==> src/rtl/life_board_controller.sv <==
// Game-of-Life board owner and generation pacer.
// Requests next generations from an external engine and captures its results.
module life_board_controller #(
  parameter int unsigned GEN_PERIOD = 1000000,
  parameter int unsigned TIMEOUT    = 256,
  parameter logic [63:0] INIT_BOARD = 64'h0000_0000_1C00_0000
) (
  input  logic        clk,
  input  logic        rst,
  input  logic        run,
  input  logic        step,
  input  logic        load_valid,
  input  logic [63:0] load_board,
  output logic [63:0] board,
  output logic        write_board_state,
  input  logic [63:0] next_state,
  input  logic        writing_board_done,
  output logic        board_updated,
  output logic [15:0] gen_count,
  output logic        stable,
  output logic        extinct,
  output logic        engine_err
);

  localparam int TW  = $clog2(GEN_PERIOD);
  localparam int TCW = $clog2(TIMEOUT);

  localparam logic [TW-1:0]  TIMER_LAST = TW'(GEN_PERIOD - 1);
  localparam logic [TCW-1:0] TCNT_LAST  = TCW'(TIMEOUT - 1);

  typedef enum logic {
    WAIT,
    REQUEST
  } state_t;

  state_t         state_q;
  state_t         state_d;
  logic [TW-1:0]  timer_q;
  logic [TW-1:0]  timer_d;
  logic [TCW-1:0] tcnt_q;
  logic [TCW-1:0] tcnt_d;
  logic           capture;
  logic           timeout;

  // Request is a pure function of state so reset drops it at once.
  assign write_board_state = (state_q == REQUEST);

  // State, period timer and engine timeout counter registers.
  always_ff @(posedge clk or posedge rst) begin
    if (rst) begin
      state_q <= WAIT;
      timer_q <= '0;
      tcnt_q  <= '0;
    end else begin
      state_q <= state_d;
      timer_q <= timer_d;
      tcnt_q  <= tcnt_d;
    end
  end

  // Next-state logic; a seed load overrides everything else.
  always_comb begin
    state_d = state_q;
    timer_d = timer_q;
    tcnt_d  = tcnt_q;
    capture = 1'b0;
    timeout = 1'b0;
    unique case (1'b1)
      (state_q == WAIT): begin
        tcnt_d = '0;
        if (run) begin
          if (timer_q == TIMER_LAST) begin
            timer_d = '0;
            state_d = REQUEST;
          end else begin
            timer_d = timer_q + 1'b1;
          end
        end else if (step) begin
          timer_d = '0;
          state_d = REQUEST;
        end
      end
      (state_q == REQUEST): begin
        if (writing_board_done) begin
          capture = 1'b1;
          state_d = WAIT;
        end else if (tcnt_q == TCNT_LAST) begin
          timeout = 1'b1;
          state_d = WAIT;
        end else begin
          tcnt_d = tcnt_q + 1'b1;
        end
      end
      default: state_d = WAIT;
    endcase
    if (load_valid) begin
      state_d = WAIT;
      timer_d = '0;
      tcnt_d  = '0;
      capture = 1'b0;
      timeout = 1'b0;
    end
  end

  // Board and status: seed load, engine capture or timeout flag.
  always_ff @(posedge clk or posedge rst) begin
    if (rst) begin
      board         <= INIT_BOARD;
      board_updated <= 1'b0;
      gen_count     <= '0;
      stable        <= 1'b0;
      extinct       <= (INIT_BOARD == 64'h0);
      engine_err    <= 1'b0;
    end else begin
      board_updated <= capture;
      if (load_valid) begin
        board      <= load_board;
        gen_count  <= '0;
        stable     <= 1'b0;
        extinct    <= (load_board == 64'h0);
        engine_err <= 1'b0;
      end else if (capture) begin
        board     <= next_state;
        gen_count <= gen_count + 16'd1;
        stable    <= (next_state == board);
        extinct   <= (next_state == 64'h0);
      end else if (timeout) begin
        engine_err <= 1'b1;
      end
    end
  end

endmodule

==> config.mk <==
export PLATFORM = sky130hd
export DESIGN_NAME = life_board_controller
export DESIGN_NICKNAME = d
export VERILOG_FILES = /design/src/rtl/life_board_controller.sv
export SDC_FILE = /design/constraint.sdc
export NUM_CORES = 1
export LEC_CHECK = 0
export ABC_AREA = 1
export CORE_MARGIN = 2
export CORE_UTILIZATION = 30
export DETAILED_ROUTE_END_ITERATION = 16
export HOLD_SLACK_MARGIN = 0.12
export PLACE_DENSITY_LB_ADDON = 0.2
export SYNTH_ARGS = -nofsm -noshare
export SYNTH_HDL_FRONTEND = slang
export SYNTH_SLANG_ARGS = --single-unit
==> constraint.sdc <==
create_clock -name clk -period 4.99 [get_ports clk]
set_clock_uncertainty 0.2 [all_clocks]
set_input_delay 0.499 -clock clk [delete_from_list [all_inputs] [get_ports clk]]
set_output_delay 0.499 -clock clk [all_outputs]
set_load 0.02 [all_outputs]
==> run_results.csv, run 1 <==
group,metric,value,unit
setup_path,cp.arrival,2.66,ns
route,wl,24.9,mm
logic_synthesis,ys_warn_count,0,
route,drtIter0Drc,463,
setup_path,path_class,"in -> reg",
final_layout,multi_input_area,3480,um^2
timing,final-hold-violation-count,0,
floorplanning,die-area,24600,um^2
logic_synthesis,synth-async-reset-ratio,1.00,
route,detail-route-antenna-nets,0,
floorplanning,floorplan.rows,55,
logic_synthesis,synth-edff-count,0,
logic_synthesis,yosysSeqAreaShare,0.405,
outcome,outcome,"completed",
logic_synthesis,synthDistinctLibCells,39,
pwr,seqPwrFrac,0.359,
logic_synthesis,syn_avg_cell_area,7.16,um^2
pwr,ir_drop,0.000233,V
clock_network,cts_buffers,17,
route,avgViaCountPerCell,4.73,
floorplanning,die_width,157,um
floorplanning,io_pins,219,
final_layout,seqCellArea,2830,um^2
setup_path,worstSetupEndpointType,"register",
floorplanning,start_util,0.307,
pwr,combPwrFrac,0.208,
clock_network,ctsHoldBuffers,0,
floorplanning,coreArea,22800,um^2
final_layout,post-route-util,0.443,
final_layout,nNetsFinal,1331,
pwr,power.internal,2.07,mW
final_layout,drive_gt1_frac,0.0671,
setup_path,startpoint_type,"input port",
placement,dpl_cell_area,9500,um^2
final_layout,area_growth,44.3,%
pwr,cellPowerDensity,287,nW/um^2
timing,finalSetupViolations,0,
timing,maxSlewHeadroom,0.327,
global_route,grt_use_total,0.206,
route,vias,7197,
logic_synthesis,synth_ff_type,"dfrtp_1",
floorplanning,die_h,157,um
placement,dpl.hpwl,18.5,mm
clock_network,clockBufferDepth,2,
timing,min_period_over_period,0.502,
route,wl_per_cell,16.4,um
logic_synthesis,synth_cells,977,
timing,rsz0062_at_grt,"no",
global_route,grt_overflow,0,
timing,tightestPinTransition,1.01,ns
logic_synthesis,syn_area,7000,um^2
clock_network,clock_sinks,113,
clock_network,cts_tree,"yes",
logic_synthesis,synth-seq-cells,113,
timing,fin_setup_tns,0,ns
pwr,p_sw,0.829,mW
timing,fmax,399,MHz
global_route,grt_max_degree,75,
final_layout,finalInstanceArea,10100,um^2
flow_run,maxCapViolations,0,
route,firstDrtPassIters,5,
global_route,grt_pass1_wl,38.6,mm
clock_network,clkTransAtPathRegs,0.05,ns
placement,place_congestion,0.849,
pwr,p_leak,4.50,nW
clock_network,postCtsSetupRepairBufs,0,
pwr,power_frac_clock,0.433,
timing,min_period,2.51,ns
route,drc,0,
clock_network,clk_latency,0.43,ns
timing,drv_slew,0,
setup_path,crit_fanout,27,
hold_path,hp-class,"reg -> reg",
logic_synthesis,synth_nets,1114,
placement,io_buffers,218,
final_layout,fill_cells,2303,
clock_network,cts_resized,0,
clock_network,h-tree-depth,4,
global_route,antenna_found_initial,1,
clock_network,cts_root_buffer,"clkbuf_16",
timing,hold-worst-slack,0.286,ns
pwr,swShare,0.286,
global_route,grt_pass1_vias,6934,
setup_path,required,5.14,ns
## flip-flops by register name, summed over array words and instances (netlist names)
register and count:
board 64, timer_q 20, gen_count 16, tcnt_q 8, board_updated 1, engine_err 1, extinct 1, stable 1
write_board_state 1
## per-stage QoR
stage,power [mW],setup WS (ns),instances
after floorplan,1.34,1.31,977
after global placement,1.66,2.14,1488
after detailed placement,1.66,2.07,1488
after CTS,2.93,2.50,1520
after global routing,3.03,2.28,1521
final,2.90,2.48,1521
## layout by cell type, fill, tap and decap left out, types with 3 or more instances in the layout
| cell type | count |
|---|---|
| nand2_1 | 294 |
| clkdlybuf4s50_1 | 217 |
| inv_1 | 141 |
| nor2_1 | 118 |
| dfrtp_1 | 110 |
| nand3_1 | 62 |
| xor2_1 | 44 |
| o221ai_1 | 36 |
| o211ai_1 | 17 |
| clkbuf_16 | 17 |
| nand4_1 | 15 |
| nor3_1 | 13 |
| o21ai_1 | 12 |
| o22ai_1 | 11 |
| inv_2 | 9 |
| o21ai_0 | 9 |
| nor2_2 | 7 |
| a21oi_1 | 7 |
| nand2_2 | 6 |
| nor2_4 | 6 |
| buf_4 | 6 |
| xnor2_1 | 5 |
| nand3_2 | 4 |
| clkinv_2 | 4 |
| nor3_2 | 3 |
| or2_2 | 3 |
| ha_1 | 3 |
| dfstp_2 | 3 |
| clkbuf_1 | 3 |
| bufinv_16 | 3 |
## worst max-delay path, cell delays in order
cell and delay [ns]:
clkdlybuf4s50_1 0.56, nand2_2 0.16, inv_2 0.13, nand2_2 0.30
buf_4 0.38, nor3_1 0.26, nand3_1 0.11, nor2_1 0.12
nand2_1 0.06, nand2_1 0.05
## layer usage
metal	up-vias	global-route usage	routed length, um
met4	0	0.0612	397
met3	22	0.0443	1620
li1	3556	-	-
met1	3366	0.280	11300
met5	-	0	0
met2	253	0.328	11600
## logic make-up after synthesis
family / share of synthesized area
AO/OA/AOI/OAI: 0.100
XOR/XNOR: 0.0613
adder cells (fa/ha/maj): 0.00536
buffers and inverters: 0.0994
flip-flops: 0.405
AND/OR/NAND/NOR: 0.329
## worst paths after layout
check / from / endpoint / slack [ns] / cells past startpoint
max: writing_board_done / stable / 2.48 / 10
min in group asynchronous: rst / board[0] / 0.46 / 2
max reg2reg: write_board_state / stable / 2.72 / 9
max in group asynchronous: rst / board[28] / 3.11 / 3
min reg2reg: extinct / extinct / 0.29 / 2
min: extinct / extinct / 0.29 / 2
## Yosys cell counts, types with 9 or more instances
master	instances	share of area
nand2_1	295	0.16
inv_1	142	0.076
nor2_1	119	0.064
dfrtp_1	110	0.39
nand3_1	62	0.044
xor2_1	44	0.055
o221ai_1	36	0.045
o211ai_1	17	0.018
buf_2	16	0.011
nand4_1	15	0.013
nor3_1	13	0.0093
o21ai_1	12	0.0086
o22ai_1	11	0.0098
inv_2	9	0.0048
o21ai_0	9	0.0064
## power by group through the flow
stage,registers [mW],logic [mW],clock network [mW]
global route,1.05,0.660,1.32
global placement,1.06,0.604,0
finish,1.04,0.604,1.26
CTS,1.04,0.610,1.28
detailed placement,1.06,0.607,0
floorplan,1.12,0.222,0
## layout make-up
class | instances | area share
diodes | 1 | 0.000248
clock buffers | 22 | 0.0460
clock inverters | 10 | 0.0133
inverters | 151 | 0.0564
multi-input cells | 687 | 0.345
flip-flops and latches | 113 | 0.280
well taps | 313 | 0.0388
repair buffers | 224 | 0.220
Note: power is estimated with default switching activity, not from simulation.
==> inputs of run 2 (changes only) <==
clock period = 2.3 ns   (was 4.99 ns; I/O delays follow)
==> run_results.csv, run 2 (same netlist as run 1, synthesis figures left out) <==
group,metric,value,unit
timing,fin_setup_tns,0,ns
setup_path,slowest_delay,0.61,ns
setup_path,path_cells,"clkdlybuf4s50_1",
pwr,p_leak,4.55,nW
setup_path,worstSetupEndpointType,"primary output",
final_layout,layout_commonest_cell,"nand2_1",
floorplanning,floorplan.rows,55,
route,wl_per_cell,16.6,um
clock_network,clockBufferDepth,2,
placement,dp.cells,1495,
global_route,grt_max_degree,56,
floorplanning,start_util,0.307,
global_route,antenna_found_initial,1,
final_layout,regMostFlops,"board",
placement,pre_cts_slack,0.118,ns
final_layout,nNetsFinal,1340,
timing,tightestPinTransition,0.573,ns
timing,finalSetupViolations,0,
clock_network,h-tree-depth,4,
pwr,ir_drop,0.000452,V
final_layout,multi_input_area,3480,um^2
timing,hold-worst-slack,0.216,ns
route,detail-route-antenna-nets,0,
floorplanning,die_h,157,um
final_layout,seqCellArea,2830,um^2
final_layout,fill_cells,2307,
clock_network,postCtsSetupRepairBufs,0,
clock_network,cts_tree,"yes",
route,firstDrtPassIters,5,
final_layout,largest_register_ffs,64,
route,wl,25.4,mm
clock_network,clock_sinks,113,
route,drtIter0Drc,457,
global_route,grt_overflow,0,
flow_run,maxCapViolations,0,
clock_network,ctsHoldBuffers,2,
timing,maxSlewHeadroom,0.618,
setup_path,cp_num_buf_inv,1,
clock_network,cts_root_buffer,"clkbuf_16",
timing,setup_ws,0.290,ns
global_route,grt_pass1_wl,38.7,mm
setup_path,cp.arrival,1.58,ns
clock_network,clkTransAtPathRegs,0.06,ns
route,drc,0,
pwr,fin_total_pwr,6.35,mW
setup_path,path_class,"reg -> out",
floorplanning,coreArea,22800,um^2
route,vias,7226,
final_layout,post-route-util,0.449,
final_layout,reg_top3,"board x64, timer_q x20, gen_count x16",
outcome,outcome,"completed",
setup_path,required,1.87,ns
floorplanning,io_pins,219,
global_route,grt_use_total,0.206,
setup_path,crit_fanout,3,
setup_path,startpoint_type,"register",
final_layout,layout_common_cells,"294 x nand2_1, 217 x clkdlybuf4s50_1, 141 x inv_1",
pwr,cellPowerDensity,621,nW/um^2
final_layout,finalInstanceArea,10200,um^2
timing,final-hold-violation-count,0,
clock_network,cts_buffers,17,
timing,rsz0062_at_grt,"no",
setup_path,cp_slowest_cell,"clkdlybuf4s50_1",
final_layout,drive_gt1_frac,0.0724,
floorplanning,die-area,24600,um^2
route,avgViaCountPerCell,4.72,
timing,drv_slew,0,
setup_path,path_delay_family,"buffers and inverters",
hold_path,hp-class,"in -> reg",
clock_network,clk_latency,0.42,ns
final_layout,area_growth,46.0,%
placement,dpl.hpwl,18.9,mm
placement,place_congestion,0.828,
clock_network,cts_resized,0,
timing,min_period,2.01,ns
placement,io_buffers,218,
floorplanning,die_width,157,um
placement,dpl_cell_area,9600,um^2
global_route,grt_pass1_vias,7081,
timing,fmax,497,MHz
final_layout,fin_cells,1530,
timing,min_period_over_period,0.874,
==> run 2: cell count changes in the layout (fill, tap and decap cells not counted), sizes merged <==
| cell | change |
|---|---|
| buf | +7 |
| clkinvlp | +1 |
| dlygate4sd3 | +2 |
| inv | -1 |
==> run 2: final timing paths <==
check / start / slack (ns) / end / cells after the start
max: board[26] / 0.29 / board[26] / 1
min: load_board[41] / 0.22 / board[41] / 3
max reg2reg: timer_q[0] / 0.32 / timer_q[12] / 7
min reg2reg: stable / 0.27 / stable / 2
max in group asynchronous: rst / 0.84 / board[27] / 4
min in group asynchronous: rst / 0.44 / board[44] / 3
==> run 2: worst register-to-register path: stages (launching register included) <==
cell,delay [ns]
dfrtp_1,0.39
ha_1,0.21
nand2_1,0.12
nor3_2,0.26
nand3_1,0.17
nand3_2,0.20
buf_4,0.22
o22ai_1,0.10
==> run 2: layout make-up <==
| type | instances | share of cell area |
|---|---|---|
| Antenna cell | 1 | 0.000245 |
| Clock buffer | 22 | 0.0454 |
| Timing Repair Buffer | 233 | 0.229 |
| Tap cell | 313 | 0.0383 |
| Inverter | 151 | 0.0558 |
| Sequential cell | 113 | 0.277 |
| Multi-Input combinational cell | 687 | 0.341 |
| Clock inverter | 10 | 0.0131 |
==> run 2: per-layer routing <==
metal  up-vias  share of wire  routed length [um]  track usage
met2       257           0.48               12100        0.338
li1       3570              -                   -            -
met4         0          0.013                 323       0.0594
met3        20          0.065                1640       0.0435
met1      3379           0.45               11300        0.274
met5         -              0                   0            0
==> run 2: power breakdown <==
group	switching, mW	leakage (nW)	internal (mW)	total (mW)
clock	0.992	0.290	1.75	2.75
sequential	0.134	1.45	2.13	2.26
combinational	0.700	2.81	0.639	1.34
